<file path="config.mk">
export PLATFORM = sky130hd
export DESIGN_NAME = sd_spi_byte_engine
export DESIGN_NICKNAME = d
export VERILOG_FILES = /design/src/rtl/sd_spi_byte_engine.sv
export SDC_FILE = /design/constraint.sdc
export NUM_CORES = 1
export LEC_CHECK = 0
export ABC_AREA = 1
export CAP_MARGIN = 20
export CORE_MARGIN = 2
export CORE_UTILIZATION = 55
export CTS_CLUSTER_SIZE = 28
export DETAILED_ROUTE_END_ITERATION = 6
export GPL_TIMING_DRIVEN = 0
export PLACE_DENSITY = 0.85
export SETUP_SLACK_MARGIN = 0.05
export SKIP_LAST_GASP = 1
export SLEW_MARGIN = 20
export SYNTH_ARGS = -nofsm -noshare
export SYNTH_HDL_FRONTEND = slang
export SYNTH_SLANG_ARGS = --single-unit
export TNS_END_PERCENT = 1
</file>
<file path="constraint.sdc">
create_clock -name iCLK -period 1.9 [get_ports iCLK]
set_input_delay 0.38 -clock iCLK [delete_from_list [all_inputs] [get_ports iCLK]]
set_output_delay 0.38 -clock iCLK [all_outputs]
set_load 0.01 [all_outputs]
</file>
<file path="src/rtl/sd_spi_byte_engine.sv">
// SPI mode-0 byte transceiver for the SD card pins: shifts one byte out on SD_MOSI
// MSB-first while shifting SD_MISO in, with a slow/fast SD_CLK divider chosen per byte.
module sd_spi_byte_engine #(
  parameter int SLOW_DIV = 63,
  parameter int FAST_DIV = 2,
  parameter int DIV_W    = 8
) (
  input  logic       iCLK,
  input  logic       Reset,
  input  logic       iStart,
  input  logic [7:0] iTxByte,
  input  logic       iSlow,
  input  logic       iCsAssert,
  output logic [7:0] oRxByte,
  output logic       oBusy,
  output logic       oDone,
  output logic       SD_CLK,
  output logic       SD_MOSI,
  input  logic       SD_MISO,
  output logic       SD_CS
);

  typedef enum logic [1:0] {
    ST_IDLE = 2'd0,
    ST_LOW  = 2'd1,
    ST_HIGH = 2'd2,
    ST_DONE = 2'd3
  } state_t;

  // Terminal counts; a divider of 0 behaves like 1.
  localparam logic [DIV_W-1:0] SLOW_TC = (SLOW_DIV <= 1) ? {DIV_W{1'b0}} : DIV_W'(SLOW_DIV - 1);
  localparam logic [DIV_W-1:0] FAST_TC = (FAST_DIV <= 1) ? {DIV_W{1'b0}} : DIV_W'(FAST_DIV - 1);

  state_t           state_r;
  logic [DIV_W-1:0] div_cnt_r;
  logic [6:0]       tx_sh_r;
  logic [7:0]       rx_sh_r;
  logic [2:0]       bitcnt_r;
  logic             slow_r;
  logic             phase_end_s;

  // Last cycle of the current SD_CLK half-period for the latched divider.
  always_comb begin
    phase_end_s = 1'b0;
    if (slow_r) begin
      phase_end_s = (div_cnt_r == SLOW_TC);
    end else begin
      phase_end_s = (div_cnt_r == FAST_TC);
    end
  end

  // Byte sequencer driving every registered output and pin.
  always_ff @(posedge iCLK or negedge Reset) begin
    if (!Reset) begin
      state_r   <= ST_IDLE;
      div_cnt_r <= {DIV_W{1'b0}};
      tx_sh_r   <= 7'd0;
      rx_sh_r   <= 8'd0;
      bitcnt_r  <= 3'd0;
      slow_r    <= 1'b0;
      oRxByte   <= 8'h00;
      oBusy     <= 1'b0;
      oDone     <= 1'b0;
      SD_CLK    <= 1'b0;
      SD_MOSI   <= 1'b1;
      SD_CS     <= 1'b1;
    end else begin
      oDone <= 1'b0;
      case (state_r)
        ST_IDLE: begin
          SD_CLK  <= 1'b0;
          SD_MOSI <= 1'b1;
          SD_CS   <= ~iCsAssert;
          // oBusy still high here means this is the oDone cycle: iStart is not sampled.
          if (oBusy) begin
            oBusy <= 1'b0;
          end else if (iStart) begin
            tx_sh_r   <= iTxByte[6:0];
            slow_r    <= iSlow;
            SD_MOSI   <= iTxByte[7];
            bitcnt_r  <= 3'd7;
            div_cnt_r <= {DIV_W{1'b0}};
            oBusy     <= 1'b1;
            state_r   <= ST_LOW;
          end
        end
        ST_LOW: begin
          if (phase_end_s) begin
            SD_CLK    <= 1'b1;
            rx_sh_r   <= {rx_sh_r[6:0], SD_MISO};
            div_cnt_r <= {DIV_W{1'b0}};
            state_r   <= ST_HIGH;
          end else begin
            div_cnt_r <= div_cnt_r + {{(DIV_W-1){1'b0}}, 1'b1};
          end
        end
        ST_HIGH: begin
          if (phase_end_s) begin
            SD_CLK    <= 1'b0;
            div_cnt_r <= {DIV_W{1'b0}};
            if (bitcnt_r == 3'd0) begin
              state_r <= ST_DONE;
            end else begin
              bitcnt_r <= bitcnt_r - 3'd1;
              SD_MOSI  <= tx_sh_r[6];
              tx_sh_r  <= {tx_sh_r[5:0], 1'b0};
              state_r  <= ST_LOW;
            end
          end else begin
            div_cnt_r <= div_cnt_r + {{(DIV_W-1){1'b0}}, 1'b1};
          end
        end
        ST_DONE: begin
          oRxByte <= rx_sh_r;
          oDone   <= 1'b1;
          SD_MOSI <= 1'b1;
          state_r <= ST_IDLE;
        end
        default: begin
          SD_CLK  <= 1'b0;
          SD_MOSI <= 1'b1;
          oBusy   <= 1'b0;
          state_r <= ST_IDLE;
        end
      endcase
    end
  end

endmodule

</file>
==> impl_metrics.toml, run 1 <==
[outcome]
status = "finished, violations left"
violations = "hold timing"

[layout]
final_nets = 323
finish.instance_area_um2 = 2650
antenna_cells = 0
layout-drive-gt1-share_pct = 14.0
multi_input_area_um2 = 1010
syn2layout_area_growth_pct = 23.3
nFillCells = 279
area.sequential_um2 = 1050

[routing]
num_vias = 1799
drt-total-wl_mm = 4.18
post_drt_wl_per_cell_um = 12.0
first_pass_iters = 4
ant_nets = 0
drt_iter0_markers = 173
viasPerCell = 5.15
drc = 0

[timing]
whs_ns = -0.0116
period_needed_ns = 1.73
rsz0062_at_grt = "false"
fmax_ghz = 0.577
slew_violations = 0
slew_headroom_pct = 63.9
hold_violations = 14
setup_violations = 0
finalClockSkew_ns = 0.00714
tightest_slew_ns = 0.542
fin_setup_tns_ns = 0
post-route-period-util_pct = 91.3

[synthesis]
synth_fa_ha_area_share_pct = 5.24
yosys.area.top_type_share_pct = 46.6
postSynthCellCount = 263
synthSimpleGateAreaFrac_pct = 30.6
synth_nets = 286
ys_types = 24
synth_warnings = 0
synthTopCellsByArea = "dfrtp_1 47%, nand2_1 18%, ha_1 5.2%"
synth_top_family_by_area = "simple AND/OR/NAND/NOR gates"
ys_seq_area_share_pct = 49.0
synth_xor_area_share_pct = 1.22
synth_compound_area_share_pct = 4.48
synth-seq-cells = 42
yosysTopAreaCell = "dfrtp_1"
syn_area_per_cell_um2 = 8.17
syn-cell-area_um2 = 2150
synthMuxAreaShare_pct = 3.67

[critical_path]
crit_path_top_delay_cell = "dfstp_2"
cp-endpoint = "SD_CS"
regToRegSetupSlack_ns = 0.23
startpoint_type = "flip-flop"
cp-end-kind = "output port"
path_delay_family = "flip-flops"
crit_start = "SD_CS"
cp_data_arrival_time_ns = 1.35
crit_chain = "clkdlybuf4s50_1"
cp_max_fo = 2
worstSetupPathType = "flip-flop to output port"
cp.required_ns = 1.52
crit_path_max_incr_delay_ns = 0.54
r2r_start = "state_r[0]"
cp.depth = 1
crit_buf_inv = 1
reg2reg_to = "bitcnt_r[0]"
reg2reg_depth = 9

[grt]
grt_use_total_pct = 21.6
grt_start_max_net_pins = 28
grt_overflow_total = 0
antenna_found_initial = 0
grt_pass1_wl_mm = 7.26
grt_pass1_vias = 1692

[die]
start_util_pct = 57.8
fp.dieW_um = 66.5
die_y_um = 66.5
rows = 22
core_um2 = 3720
ios = 27
die-area_um2 = 4420

[cts]
clk_latency_ns = 0.30
hold_buffers = 0
clock_sinks = 42
cts_root_buffer = "clkbuf_8"
ctsHtreeMaxLevel = 2
cts_buffers = 5
clkTransAtPathRegs_ns = 0.08
cts_tree = "done"
cts_max_path_buffers = 2

[placed_design]
io_buffers = 26
placed_area_um2 = 2480
hpwl_mm = 3.03
gp_congestion = 0.834

[power]
p_per_area_nw_per_um2 = 1430
p_leak_nw = 1.37
vdd.ir_drop.worst_uv = 795

[min_path]
hp-class = "input pin to asynchronous set/reset pin"

[flow_run]
cap_violations = 0
## placed cells by master (no fill, tap or decap), types with 3 or more instances in the layout
cell type,synthesis,routed
nand2_1,103,103
dfrtp_1,40,39
clkdlybuf4s50_1,0,25
nand3_1,19,19
inv_1,20,18
nor2_1,15,15
nand4_1,8,8
o21ai_1,7,7
o21ai_0,7,7
mux2_2,7,7
ha_1,9,7
inv_2,3,5
clkbuf_8,0,5
buf_4,1,4
nand2_2,3,3
a21oi_1,4,3
## synth_stat cells
cell and n:
nand2_4 1, inv_2 3, nor3_1 2, buf_4 1, o21ai_0 7, nor2_4 1, nand2_2 3, a31oi_1 1
xnor2_1 1, a21oi_1 4, nor2_1 15, nor2_2 3, dfrtp_1 40, dfstp_2 2, clkbuf_1 2, nand3_1 19
mux2_2 7, ha_1 9, inv_1 20, xor2_1 2, buf_6 2, nand4_1 8, nand2_1 103, o21ai_1 7
## sequential cells by signal (all words and copies together), names as in the netlist, 2 cells and up
register / count
div_cnt_r: 8
oRxByte: 8
rx_sh_r: 8
tx_sh_r: 7
bitcnt_r: 3
state_r: 2
## cell families (layout without fill, tap and decap cells)
kind of cell | count (synthesis) | after routing
AND/OR/NAND/NOR | 155 | 155
buffers and inverters | 28 | 66
multiplexers | 7 | 7
XOR/XNOR | 3 | 3
AO/OA/AOI/OAI | 19 | 19
adder cells (fa/ha/maj) | 9 | 9
flip-flops | 42 | 42
## where the power goes
part           total, mW  leakage (nW)  switching, mW  internal [mW]
logic               1.72         0.773          0.998          0.719
clock network      0.685        0.0579          0.299          0.387
registers           1.39         0.537          0.206           1.18
total               3.79          1.37           1.50           2.29
## how the worst min path moves through the flow
| stage | depth (start not counted) | startpoint | end |
|---|---|---|---|
| 2_1_floorplan | 0 | Reset | SD_CLK |
| 3_3_place_gp | 2 | SD_MOSI | SD_MOSI |
| 3_5_place_dp | 1 | Reset | oRxByte[2] |
| 4_1_cts | 1 | Reset | oRxByte[2] |
| 5_1_grt | 1 | Reset | oRxByte[2] |
| 6_report | 1 | Reset | oRxByte[2] |
## routing by layer
| metal | track usage, % | vias up | share of wire (%) |
|---|---|---|---|
| met3 | 4.56 | 9 | 2.6 |
| li1 | - | 912 | - |
| met2 | 35.3 | 32 | 48 |
| met1 | 28.3 | 846 | 47 |
| met4 | 7.91 | 0 | 2.3 |
| met5 | 0 | - | 0 |
## timing repair
action	in CTS	in global routing
setup buffers	0	3
pin swaps	0	1
setup endpoints to repair	5	14
gates resized for setup	2	7
## final cells by class
class	instances	area share [%]
multi-input cells	193	37.9
clock inverters	3	1.51
inverters	23	3.26
plain buffers	5	1.42
well taps	48	2.27
repair buffers	30	11.2
clock buffers	5	2.60
flip-flops and latches	42	39.8
## stage by stage
stage / utilization (%) / power, mW / setup slack (ns) / std cells / hold slack (ns)
5_1_grt: 71.3 / 4.13 / 0.0907 / 349 / 0.0147
4_1_cts: 70.0 / 3.65 / 0.0406 / 346 / 0.00401
3_5_place_dp: 66.9 / 2.94 / -0.105 / 338 / 0.319
3_3_place_gp: 66.5 / 2.87 / -0.566 / 337 / 0.449
2_1_floorplan: - / 2.45 / 0.264 / 263 / 0.0844
6_report: 71.3 / 3.79 / 0.166 / 349 / -0.0116
(Power assumes the default switching activity.)
==> run 2, diff against run 1 <==
--- a/config.mk
+++ b/config.mk
@@ -19,4 +19,4 @@
 export SYNTH_ARGS = -nofsm -noshare
 export SYNTH_HDL_FRONTEND = slang
 export SYNTH_SLANG_ARGS = --single-unit
-export TNS_END_PERCENT = 1
+export TNS_END_PERCENT = 5
==> results of run 2 <==
The final DEF is identical to that of run 1; final timing and power are the same.
==> run 3, diff against run 2 <==
==> constraint.sdc (replaced) <==
create_clock -name iCLK -period 1.6 [get_ports iCLK]
set_input_delay 0.32 -clock iCLK [delete_from_list [all_inputs] [get_ports iCLK]]
set_output_delay 0.32 -clock iCLK [all_outputs]
set_load 0.01 [all_outputs]
==> run 3 against run 2 <==
Net effect: the flow finishes with violations (setup timing); worst hold slack better by 0.42 ns; setup slack worse by 0.19 ns; combinational power is 33% higher; non-clock buffer count is 4 higher; wire length is 11% higher; clock power is 5.1% higher; global-route usage is 1.4 points higher; total power is 22% higher; cell count is 1.1% higher; die area stayed put; sequential power is 18% higher.
==> impl_metrics.toml, run 3 (synthesized netlist as in run 1, its figures left out) <==
[outcome]
status = "finished, violations left"
violations = "setup timing"

[die]
rows = 22
start_util_pct = 57.8
ios = 27
die-area_um2 = 4420
fp.dieW_um = 66.5
die_y_um = 66.5
core_um2 = 3720

[cts]
cts_tree = "done"
cts_root_buffer = "clkbuf_8"
clkTransAtPathRegs_ns = 0.09
clk_latency_ns = 0.31
cts_buffers = 5
ctsHtreeMaxLevel = 2
cts_max_path_buffers = 2
clock_sinks = 42

[routing]
first_pass_iters = 4
num_vias = 1892
ant_nets = 0
drt_iter0_markers = 221
drc = 0
drt-total-wl_mm = 4.65
post_drt_wl_per_cell_um = 13.2
viasPerCell = 5.36

[flow_run]
cap_violations = 0

[placed_design]
gp_congestion = 0.868
dp_cells = 338
hpwl_mm = 2.95
io_buffers = 26

[critical_path]
cp.required_ns = 1.84
cp-end-kind = "flip-flop"
cp_max_fo = 10
crit_start = "state_r[0]"
reg2reg_depth = 9
worstSetupPathType = "flip-flop to flip-flop"
r2r_start = "state_r[0]"
cp_data_arrival_time_ns = 1.87
startpoint_type = "flip-flop"

[grt]
grt_overflow_total = 0
antenna_found_initial = 0
grt_start_max_net_pins = 33
grt_pass1_vias = 1734
grt_use_total_pct = 23.0
grt_pass1_wl_mm = 7.52

[timing]
setup_violations = 11
finalClockSkew_ns = 0.0106
fin_setup_tns_ns = -0.172
tightest_slew_ns = 0.409
fin_ws_ns = -0.0274
slew_headroom_pct = 72.4
hold_violations = 0
period_needed_ns = 1.63
fmax_ghz = 0.614
rsz0062_at_grt = "true"
slew_violations = 0
post-route-period-util_pct = 102

[power]
netSwitchingPower_mw = 1.96
p_per_area_nw_per_um2 = 1720
p_int_mw = 2.68
power_frac_comb_pct = 49.2
vdd.ir_drop.worst_uv = 1090
p_leak_nw = 1.39
power.clock.fraction_pct = 15.5
power.share.switching_pct = 42.3
power.share.sequential_pct = 35.3

[layout]
antenna_cells = 0
stdcell_count = 353
final_common_cell = "nand2_1"
syn2layout_area_growth_pct = 25.7
fin_util_pct = 72.7
reg_top3 = "div_cnt_r: 8 flops, oRxByte: 8 flops, rx_sh_r: 8 flops"
layout-drive-gt1-share_pct = 16.4
mostFrequentLayoutCells = "103 x nand2_1, 37 x dfrtp_1, 23 x clkdlybuf4s50_1"
final_nets = 327

[min_path]
hp-class = "input pin to asynchronous set/reset pin"
-- run 3: changes by cell type in the layout (fill, tap and decap cells not counted), moves of 2 or more --
cell	before	now
dfrtp_1	39	37
clkinv_2	2	0
clkdlybuf4s50_1	25	23
clkinvlp_4	0	2
dfrtp_2	1	3
-- run 3: worst max-delay path, cell delays in order (launching register included) --
cell	delay (ns)
dfrtp_2	0.46
inv_2	0.12
ha_4	0.19
inv_2	0.10
nand2_1	0.11
nand2_1	0.10
nor2_4	0.16
buf_6	0.16
nand3_1	0.08
nand2_1	0.08
-- run 3: path summary, 6_finish.rpt --
kind	end	slack [ns]
max	tx_sh_r[1]	-0.03
min	div_cnt_r[3]	0.40
max reg2reg	tx_sh_r[1]	-0.03
min reg2reg	SD_MOSI	0.48
max in group asynchronous	bitcnt_r[2]	0.74
min in group iCLK	SD_MOSI	0.48
-- run 3: metrics by stage --
step | area, um^2 | total power, mW | hold slack, ns | worst slack, ns
after floorplan | 2160 | 2.94 | 0.0244 | 0.0557
after global placement | 2480 | 3.45 | 0.454 | -0.851
after detailed placement | 2490 | 3.53 | 0.212 | -0.187
after CTS | 2640 | 4.39 | 0.414 | -0.0848
after global routing | 2700 | 4.98 | 0.449 | -0.116
final | 2700 | 4.64 | 0.404 | -0.0274
-- run 3: cell type report --
| cell class | instances | area [um^2] |
|---|---|---|
| flip-flops and latches | 42 | 1060 |
| multi-input cells | 193 | 1020 |
| fillers | 291 | 1010 |
| repair buffers | 34 | 344 |
| inverters | 23 | 86.3 |
| clock buffers | 5 | 68.8 |
| well taps | 48 | 60.1 |
| plain buffers | 5 | 42.5 |
| clock inverters | 3 | 23.8 |
-- run 3: power groups by stage --
stage,registers (mW),clock network [mW],logic [mW]
after floorplan,1.64,0,1.30
after global routing,1.68,0.785,2.51
final,1.64,0.720,2.28
after CTS,1.63,0.732,2.03
after detailed placement,1.64,0,1.88
after global placement,1.63,0,1.82
-- run 3: per-layer routing --
layer / up-vias / track usage (%) / routed length (um)
met5: - / 0 / 0
met4: 0 / 11.0 / 119
met3: 12 / 5.91 / 192
met2: 56 / 38.4 / 2340
met1: 902 / 27.6 / 1990
li1: 922 / - / -
-- run 3: repair_timing --
action,4_1_cts,5_1_grt
setup endpoints to repair,33,47
hold buffers,1,0
pin swaps,1,2
setup buffers,2,4
resized for setup,6,12
hold endpoints to repair,8,0
